`src/rtl/mac_pkg.sv`:
```
// -----------------------------------------------------------------------------
// mac_pkg
// Shared types and constants for the 2x2 MAC tile datapath:
//   seq_state_t    - sequencer FSM state encoding
//   DEF_*          - default operand / accumulator widths and reduction length
//   min_acc_width  - smallest accumulator width that cannot overflow for a
//                    full-length unsigned reduction
// -----------------------------------------------------------------------------
package mac_pkg;

    typedef enum logic [2:0] {
        ST_IDLE    = 3'd0,
        ST_CLEAR   = 3'd1,
        ST_STREAM  = 3'd2,
        ST_DRAIN   = 3'd3,
        ST_CAPTURE = 3'd4,
        ST_OUTPUT  = 3'd5
    } seq_state_t;

    localparam int DEF_DATA_WIDTH = 8;
    localparam int DEF_ACC_WIDTH  = 20;
    localparam int DEF_MAX_K      = 16;

    // Each product needs 2*data_width bits; summing max_k of them adds
    // clog2(max_k) bits of growth.
    function automatic int min_acc_width(input int data_width, input int max_k);
        return (2 * data_width) + $clog2(max_k);
    endfunction

endpackage

```
`src/rtl/mac_matmul_sequencer.sv`:
```
// -----------------------------------------------------------------------------
// mac_matmul_sequencer
// Drives a mac_array_2x2 to compute one 2x2 tile C = A(2xK) x B(Kx2) per job.
// A job is: accept start (latch K, clamped to MAX_K), pulse mac_clear once,
// stream K operand beats into the array, wait for the last accumulate to
// land, snapshot the accumulators and hold them on the result port until
// downstream takes them.
// Ports:
//   clock, reset           clock and synchronous active-high reset
//   start, k_len           job request (IDLE only) and its reduction length
//   busy                   high whenever not IDLE
//   in_valid/in_ready      operand beat handshake
//   in_a0,in_a1,in_b0,in_b1  A[0][k], A[1][k], B[k][0], B[k][1]
//   mac_enable, mac_clear  array control
//   mac_a, mac_b           per-lane operands {x_11,x_10,x_01,x_00}
//   mac_acc                array accumulators {acc_11,acc_10,acc_01,acc_00}
//   res_valid/res_ready    result handshake
//   res_data               result tile {C11,C10,C01,C00}
// All outputs are registered.
// -----------------------------------------------------------------------------
module mac_matmul_sequencer
    import mac_pkg::*;
#(
    parameter int  DATA_WIDTH = DEF_DATA_WIDTH,
    parameter int  ACC_WIDTH  = DEF_ACC_WIDTH,
    parameter int  MAX_K      = DEF_MAX_K,
    localparam int K_W        = $clog2(MAX_K + 1)
) (
    input  logic                    clock,
    input  logic                    reset,
    input  logic                    start,
    input  logic [K_W-1:0]          k_len,
    output logic                    busy,
    input  logic                    in_valid,
    output logic                    in_ready,
    input  logic [DATA_WIDTH-1:0]   in_a0,
    input  logic [DATA_WIDTH-1:0]   in_a1,
    input  logic [DATA_WIDTH-1:0]   in_b0,
    input  logic [DATA_WIDTH-1:0]   in_b1,
    output logic                    mac_enable,
    output logic                    mac_clear,
    output logic [4*DATA_WIDTH-1:0] mac_a,
    output logic [4*DATA_WIDTH-1:0] mac_b,
    input  logic [4*ACC_WIDTH-1:0]  mac_acc,
    output logic                    res_valid,
    input  logic                    res_ready,
    output logic [4*ACC_WIDTH-1:0]  res_data
);

    localparam logic [K_W-1:0] MAX_K_L = K_W'(MAX_K);

    seq_state_t     state_r;
    logic [K_W-1:0] cnt_r;
    logic [K_W-1:0] klen_r;
    logic [K_W-1:0] k_clamped_s;
    logic [K_W-1:0] cnt_inc_s;
    logic           in_hs_s;

    // Requested length clamped to MAX_K, and the beat handshake/next count.
    always_comb begin
        if (k_len > MAX_K_L) begin
            k_clamped_s = MAX_K_L;
        end else begin
            k_clamped_s = k_len;
        end
        cnt_inc_s = cnt_r + K_W'(1'b1);
        in_hs_s   = in_valid & in_ready;
    end

    // Job FSM with beat counter and all registered outputs.
    always_ff @(posedge clock) begin
        if (reset) begin
            state_r    <= ST_IDLE;
            cnt_r      <= {K_W{1'b0}};
            klen_r     <= {K_W{1'b0}};
            busy       <= 1'b0;
            in_ready   <= 1'b0;
            mac_enable <= 1'b0;
            mac_clear  <= 1'b0;
            mac_a      <= {4*DATA_WIDTH{1'b0}};
            mac_b      <= {4*DATA_WIDTH{1'b0}};
            res_valid  <= 1'b0;
            res_data   <= {4*ACC_WIDTH{1'b0}};
        end else begin
            // Array controls are single-cycle pulses unless re-asserted below.
            mac_clear  <= 1'b0;
            mac_enable <= 1'b0;

            case (state_r)
                ST_IDLE: begin
                    if (start) begin
                        klen_r    <= k_clamped_s;
                        cnt_r     <= {K_W{1'b0}};
                        busy      <= 1'b1;
                        mac_clear <= 1'b1;
                        state_r   <= ST_CLEAR;
                    end else begin
                        state_r   <= ST_IDLE;
                    end
                end

                ST_CLEAR: begin
                    // A zero-length job skips straight to the snapshot of
                    // the freshly cleared accumulators.
                    if (klen_r != {K_W{1'b0}}) begin
                        in_ready <= 1'b1;
                        state_r  <= ST_STREAM;
                    end else begin
                        state_r  <= ST_CAPTURE;
                    end
                end

                ST_STREAM: begin
                    // Enable travels with the registered operands so the
                    // array sees each beat exactly once.
                    mac_enable <= in_hs_s;
                    if (in_hs_s) begin
                        mac_a <= {in_a1, in_a1, in_a0, in_a0};
                        mac_b <= {in_b1, in_b0, in_b1, in_b0};
                        cnt_r <= cnt_inc_s;
                        if (cnt_inc_s == klen_r) begin
                            in_ready <= 1'b0;
                            state_r  <= ST_DRAIN;
                        end else begin
                            state_r  <= ST_STREAM;
                        end
                    end else begin
                        state_r <= ST_STREAM;
                    end
                end

                ST_DRAIN: begin
                    // Last enable is on the array this cycle.
                    state_r <= ST_CAPTURE;
                end

                ST_CAPTURE: begin
                    res_data  <= mac_acc;
                    res_valid <= 1'b1;
                    state_r   <= ST_OUTPUT;
                end

                ST_OUTPUT: begin
                    if (res_ready) begin
                        res_valid <= 1'b0;
                        busy      <= 1'b0;
                        cnt_r     <= {K_W{1'b0}};
                        state_r   <= ST_IDLE;
                    end else begin
                        state_r   <= ST_OUTPUT;
                    end
                end

                default: begin
                    state_r   <= ST_IDLE;
                    cnt_r     <= {K_W{1'b0}};
                    busy      <= 1'b0;
                    in_ready  <= 1'b0;
                    res_valid <= 1'b0;
                end
            endcase
        end
    end

endmodule

```
`config.mk`:
```
export PLATFORM = sky130hd
export DESIGN_NAME = mac_matmul_sequencer
export DESIGN_NICKNAME = d
export VERILOG_FILES = /design/src/rtl/mac_pkg.sv /design/src/rtl/mac_matmul_sequencer.sv
export SDC_FILE = /design/constraint.sdc
export NUM_CORES = 1
export LEC_CHECK = 0
export ABC_CLOCK_PERIOD_IN_PS = 1900
export CAP_MARGIN = 20
export CORE_MARGIN = 2
export CORE_UTILIZATION = 30
export DETAILED_ROUTE_END_ITERATION = 10
export PLACE_DENSITY_LB_ADDON = 0.3
export SYNTH_ARGS = -nofsm -noshare
export SYNTH_HDL_FRONTEND = slang
export SYNTH_SLANG_ARGS = --single-unit
export TNS_END_PERCENT = 50
```
`constraint.sdc`:
```
create_clock -name clock -period 1.9 [get_ports clock]
set_input_delay 0.38 -clock clock [delete_from_list [all_inputs] [get_ports clock]]
set_output_delay 0.38 -clock clock [all_outputs]
set_load 0.005 [all_outputs]
```
Yosys cells after proc, flatten, opt, wreduce, memory -nomap -nowiden. Index checks and enable logic that the tools add are counted.

Flip-flop bits (word level): 162. Bits in writable memories: 0. Latch bits: 0. Memories: 0. ROM bits: 0. Output and inout bits: 149. Input bits: 122.

Muxes and demuxes: 20. Div/mod/pow operators: 0. $lt $le $gt $ge: 1. Reductions and logical operators: 14. Equal/unequal tests: 11. Bitwise gates (word level): 7. Multipliers: 0. Add/sub/neg operators: 1. Shift operators: 0.

Operator list (number): $mux 5 (4); $pmux 5 s4 (1); $pmux 3 s6 (1); $reduce_or 4->1 (3); $ne 2x2->1 const B (5); $mux 3 (3); $pmux 1 s3 (3); $mux 1 (8); $reduce_and 4->1 (2); $eq 3x2->1 const B (2); $eq 3x3->1 const B (2); $not 1->1 (6); $reduce_and 2->1 (3); $add 5x1->5 const B (1); $eq 5x5->1 (1); $gt 5x5->1 const B (1); $reduce_bool 5->1 (1); $reduce_or 2->1 (2); $eq 3x1->1 const B (1); $logic_not 3->1 (1); $reduce_and 3->1 (1); $reduce_or 3->1 (1); $and 1x1->1 (1).

Logic depth before layout (Yosys ltp).
Depth in word-level cells: 5. Gate-level depth with buffers: 7. Depth with buffers taken out: 5.

Worst setup path before layout. Ideal clock, no wire load.

Kind: register to register. From: register cnt_r[0]. To: register in_ready. Stages on the path, launching flop included: 5. Setup time: 0.132 ns. Slack: 0.420 ns. Arrival: 1.348 ns. Cells stage by stage: dfxtp_1 -> ha_1 -> or3_1 -> a311oi_1 -> o22ai_1.

Word-level cells in the longest chain between the ends: 4.

Ends and longest elaborated chain: start: declaration (line mac_matmul_sequencer.sv:53) `logic [K_W-1:0] cnt_r;`; start signal: assignment (line mac_matmul_sequencer.sv:74) `cnt_r <= {K_W{1'b0}};`; start signal: assignment (line mac_matmul_sequencer.sv:93) `cnt_r <= {K_W{1'b0}};`; start signal: assignment (line mac_matmul_sequencer.sv:120) `cnt_r <= cnt_inc_s;`; $add 5x1->5 (line mac_matmul_sequencer.sv:66) `cnt_inc_s = cnt_r + K_W'(1'b1);`; $eq 5x5->1 (line mac_matmul_sequencer.sv:121) `if (cnt_inc_s == klen_r) begin`; $ne 2x2->1 (no source line); $reduce_and 4->1 (no source line); end signal: assignment (line mac_matmul_sequencer.sv:77) `in_ready <= 1'b0;`; end signal: assignment (line mac_matmul_sequencer.sv:122) `in_ready <= 1'b0;`; end signal: assignment (line mac_matmul_sequencer.sv:158) `in_ready <= 1'b0;`; end: declaration (line mac_matmul_sequencer.sv:35) `output logic in_ready,`.

No other way between the ends. A chain may end at the register's enable or synchronous reset.

Worst setup path after layout.
From: register in_ready. To: output port in_ready.

RTL lines: start signal: assignment (line mac_matmul_sequencer.sv:77); start signal: assignment (line mac_matmul_sequencer.sv:106) `in_ready <= 1'b1;`; start signal: assignment (line mac_matmul_sequencer.sv:122).

No word-level cell between the ends.

==> out/metrics.cfg <==
[yosys]
synthArstFlopShare=0
syn-cell-area_um2=4992
ys_ff_latch=130
ys_seq_area_frac=0.5213
synth-warning-count=0
syn_avg_cell_area_um2=7.937
ys_types=40
syn_inst=629
synth_fp_nets=752
synth_edf_count=0
ys.flop_type=dfxtp_1

[cts]
post-cts-setup-buffers=0
cts_inserted_buffers=17
ctsHtreeMaxLevel=4
cts_root_buffer=clkbuf_16
clkTransAtPathRegs_ps=60
cts_resized=0
holdBufCountCts=0
clock_latency_ps=410
cts.path.max_buffers=2
cts_tree=done
cts_sinks=130

[layout]
antenna-diode-count=0
mostFrequentLayoutCells=269 x clkdlybuf4s50_1, 238 x nand2_1, 130 x dfxtp_1, 123 x a21oi_1, 17 x clkbuf_16
finalNonFillerCells=1088
final_common_cell=clkdlybuf4s50_1
fin_area_um2=8272
nets=978
area_growth_pct=65.69
final_core_util=0.5042
drive_above_1_share=0.05876

[power_and_ir_drop]
powerDensity_nw_per_um2=864.9
total_power_mw=7.154
power.static_leakage_nw=2.842
ir_drop_uv=590.6

[worst_hold_path]
min_path_type=input pin to flop

[route]
vias_per_cell=4.419
num_vias=4808
drt-wirelength-per-cell_um=13.32
routed_wl_um=14490
ant_nets=0
dr.first_iter.drc_count=226
drcViolationCount=0
dr.pass1.iters=4

[timing]
setup_viol_count_final=0
hold_viol=0
rsz0062_at_grt=false
min_period_ps=1735
min_period_over_period=0.9131
skew_ps=8.964
fmax_ghz=0.5764
maxSlewHeadroom=0.7381
tightest_slew_ps=392.9
tns_ps=0
slew_violations=0

[critical_path]
crit_path_cell_trace=clkdlybuf4s50_1
cp-start-kind=flop
worstSetupPathType=flop to output pin
arrival_ps=1350
critPathTopFamily=buffers and inverters
slowest_delay_ps=550
worstPathRequired_ps=1520
critical_path_buf_inv_count=1
crit_slowest_cell=clkdlybuf4s50_1
path_max_fanout=5
setup.worst_path.end_class=output pin

[global_route]
grt-ovfl-total=0
grt_use_total=0.1622
grt_max_degree=81
antenna_found_initial=0
grt_pass1_vias=4570
grt_pass1_wl_um=22880

[flow_run]
maxCapViolations=0

[run_status]
outcome=finished, final reports clean

[floorplanning]
ios=271
die_y_um=133
start_util=0.3043
dieArea_um2=17690
core-area_um2=16410
std_cell_rows=47
die_x_um=133

[placed_design]
dpl-instance-area_um2=7686
dp.cells=1056
io_buffer_count=270
place_hpwl_um=9828
place_congestion=0.8023

-- where the power goes --
group	switching [mW]	internal, mW	total, mW
Combinational	0.419	0.588	1.01
Sequential	0.0747	2.86	2.94
Clock	1.27	1.94	3.21
Total	1.76	5.39	7.15
-- cells by family (layout without fill, tap and decap cells) --
logic type      Yosys count  in the layout  share of synthesized area
simple gates            273            273                     0.2236
compound gates          141            141                     0.1504
flops                   130            130                     0.5213
buf+inv                  78            317                    0.09148
xor+xnor                  5              5                   0.008774
fa+ha+maj                 1              1                   0.002506
mux                       1              1                   0.002005
-- sequential cells by signal, indices dropped and copies added, names as in the netlist --
register,flops
busy,1
cnt_r,5
in_ready,1
klen_r,5
mac_a,16
mac_b,16
mac_clear,1
mac_enable,1
res_data,80
res_valid,1
state_r,3
-- worst paths after layout --
| kind | endpoint | slack [ps] | from | depth (start not counted) |
|---|---|---|---|---|
| setup / recovery | in_ready | 170 | in_ready$_SDFFE_PP0P_ | 1 |
| hold / removal | busy$_SDFFE_PP0P_ | 380 | reset | 2 |
| setup reg to reg | in_ready$_SDFFE_PP0P_ | 250 | cnt_r[0]$_SDFFE_PP0P_ | 4 |
| hold reg to reg | res_data[5]$_SDFFE_PP0P_ | 450 | res_data[5]$_SDFFE_PP0P_ | 2 |
-- layer usage --
layer	vias up	routed length [um]	track usage
li1	2472	-	-
met5	-	0	0
met2	168	6975	0.2645
met4	0	384	0.08483
met1	2146	6211	0.1922
met3	22	916	0.04981
-- Yosys cell counts (3+ instances only) --
cell / instances / share of area
dfxtp_1: 130 / 0.52
clkbuf_1: 18 / 0.014
nand3_1: 3 / 0.0030
nor3_1: 3 / 0.0030
buf_2: 22 / 0.022
buf_4: 32 / 0.048
or3_1: 4 / 0.0050
o21ai_0: 3 / 0.0030
nor2_1: 5 / 0.0038
nand2b_1: 6 / 0.0075
nand2_1: 238 / 0.18
a21oi_1: 123 / 0.12
nand3b_1: 4 / 0.0060
nor2b_1: 3 / 0.0038
xnor2_1: 3 / 0.0053
a311oi_1: 4 / 0.0070
-- metrics by stage --
step | hold WS, ps | setup WS, ps
2_1_floorplan | 452.7 | 419.5
3_3_place_gp | 440.7 | 182.4
3_5_place_dp | 445.7 | 116.8
4_1_cts | 362.8 | 150.1
5_1_grt | 380.3 | 100.1
6_report | 378.5 | 165.1
-- cell type report --
class / count / area (um^2)
fillers: 1583 / 8135
clock buffers: 17 / 425.4
clock inverters: 15 / 160.2
well taps: 220 / 275.3
multi-input cells: 421 / 1941
flip-flops and latches: 130 / 2603
repair buffers: 283 / 2860
inverters: 2 / 7.507
Note: power is estimated with default switching activity, not from simulation.
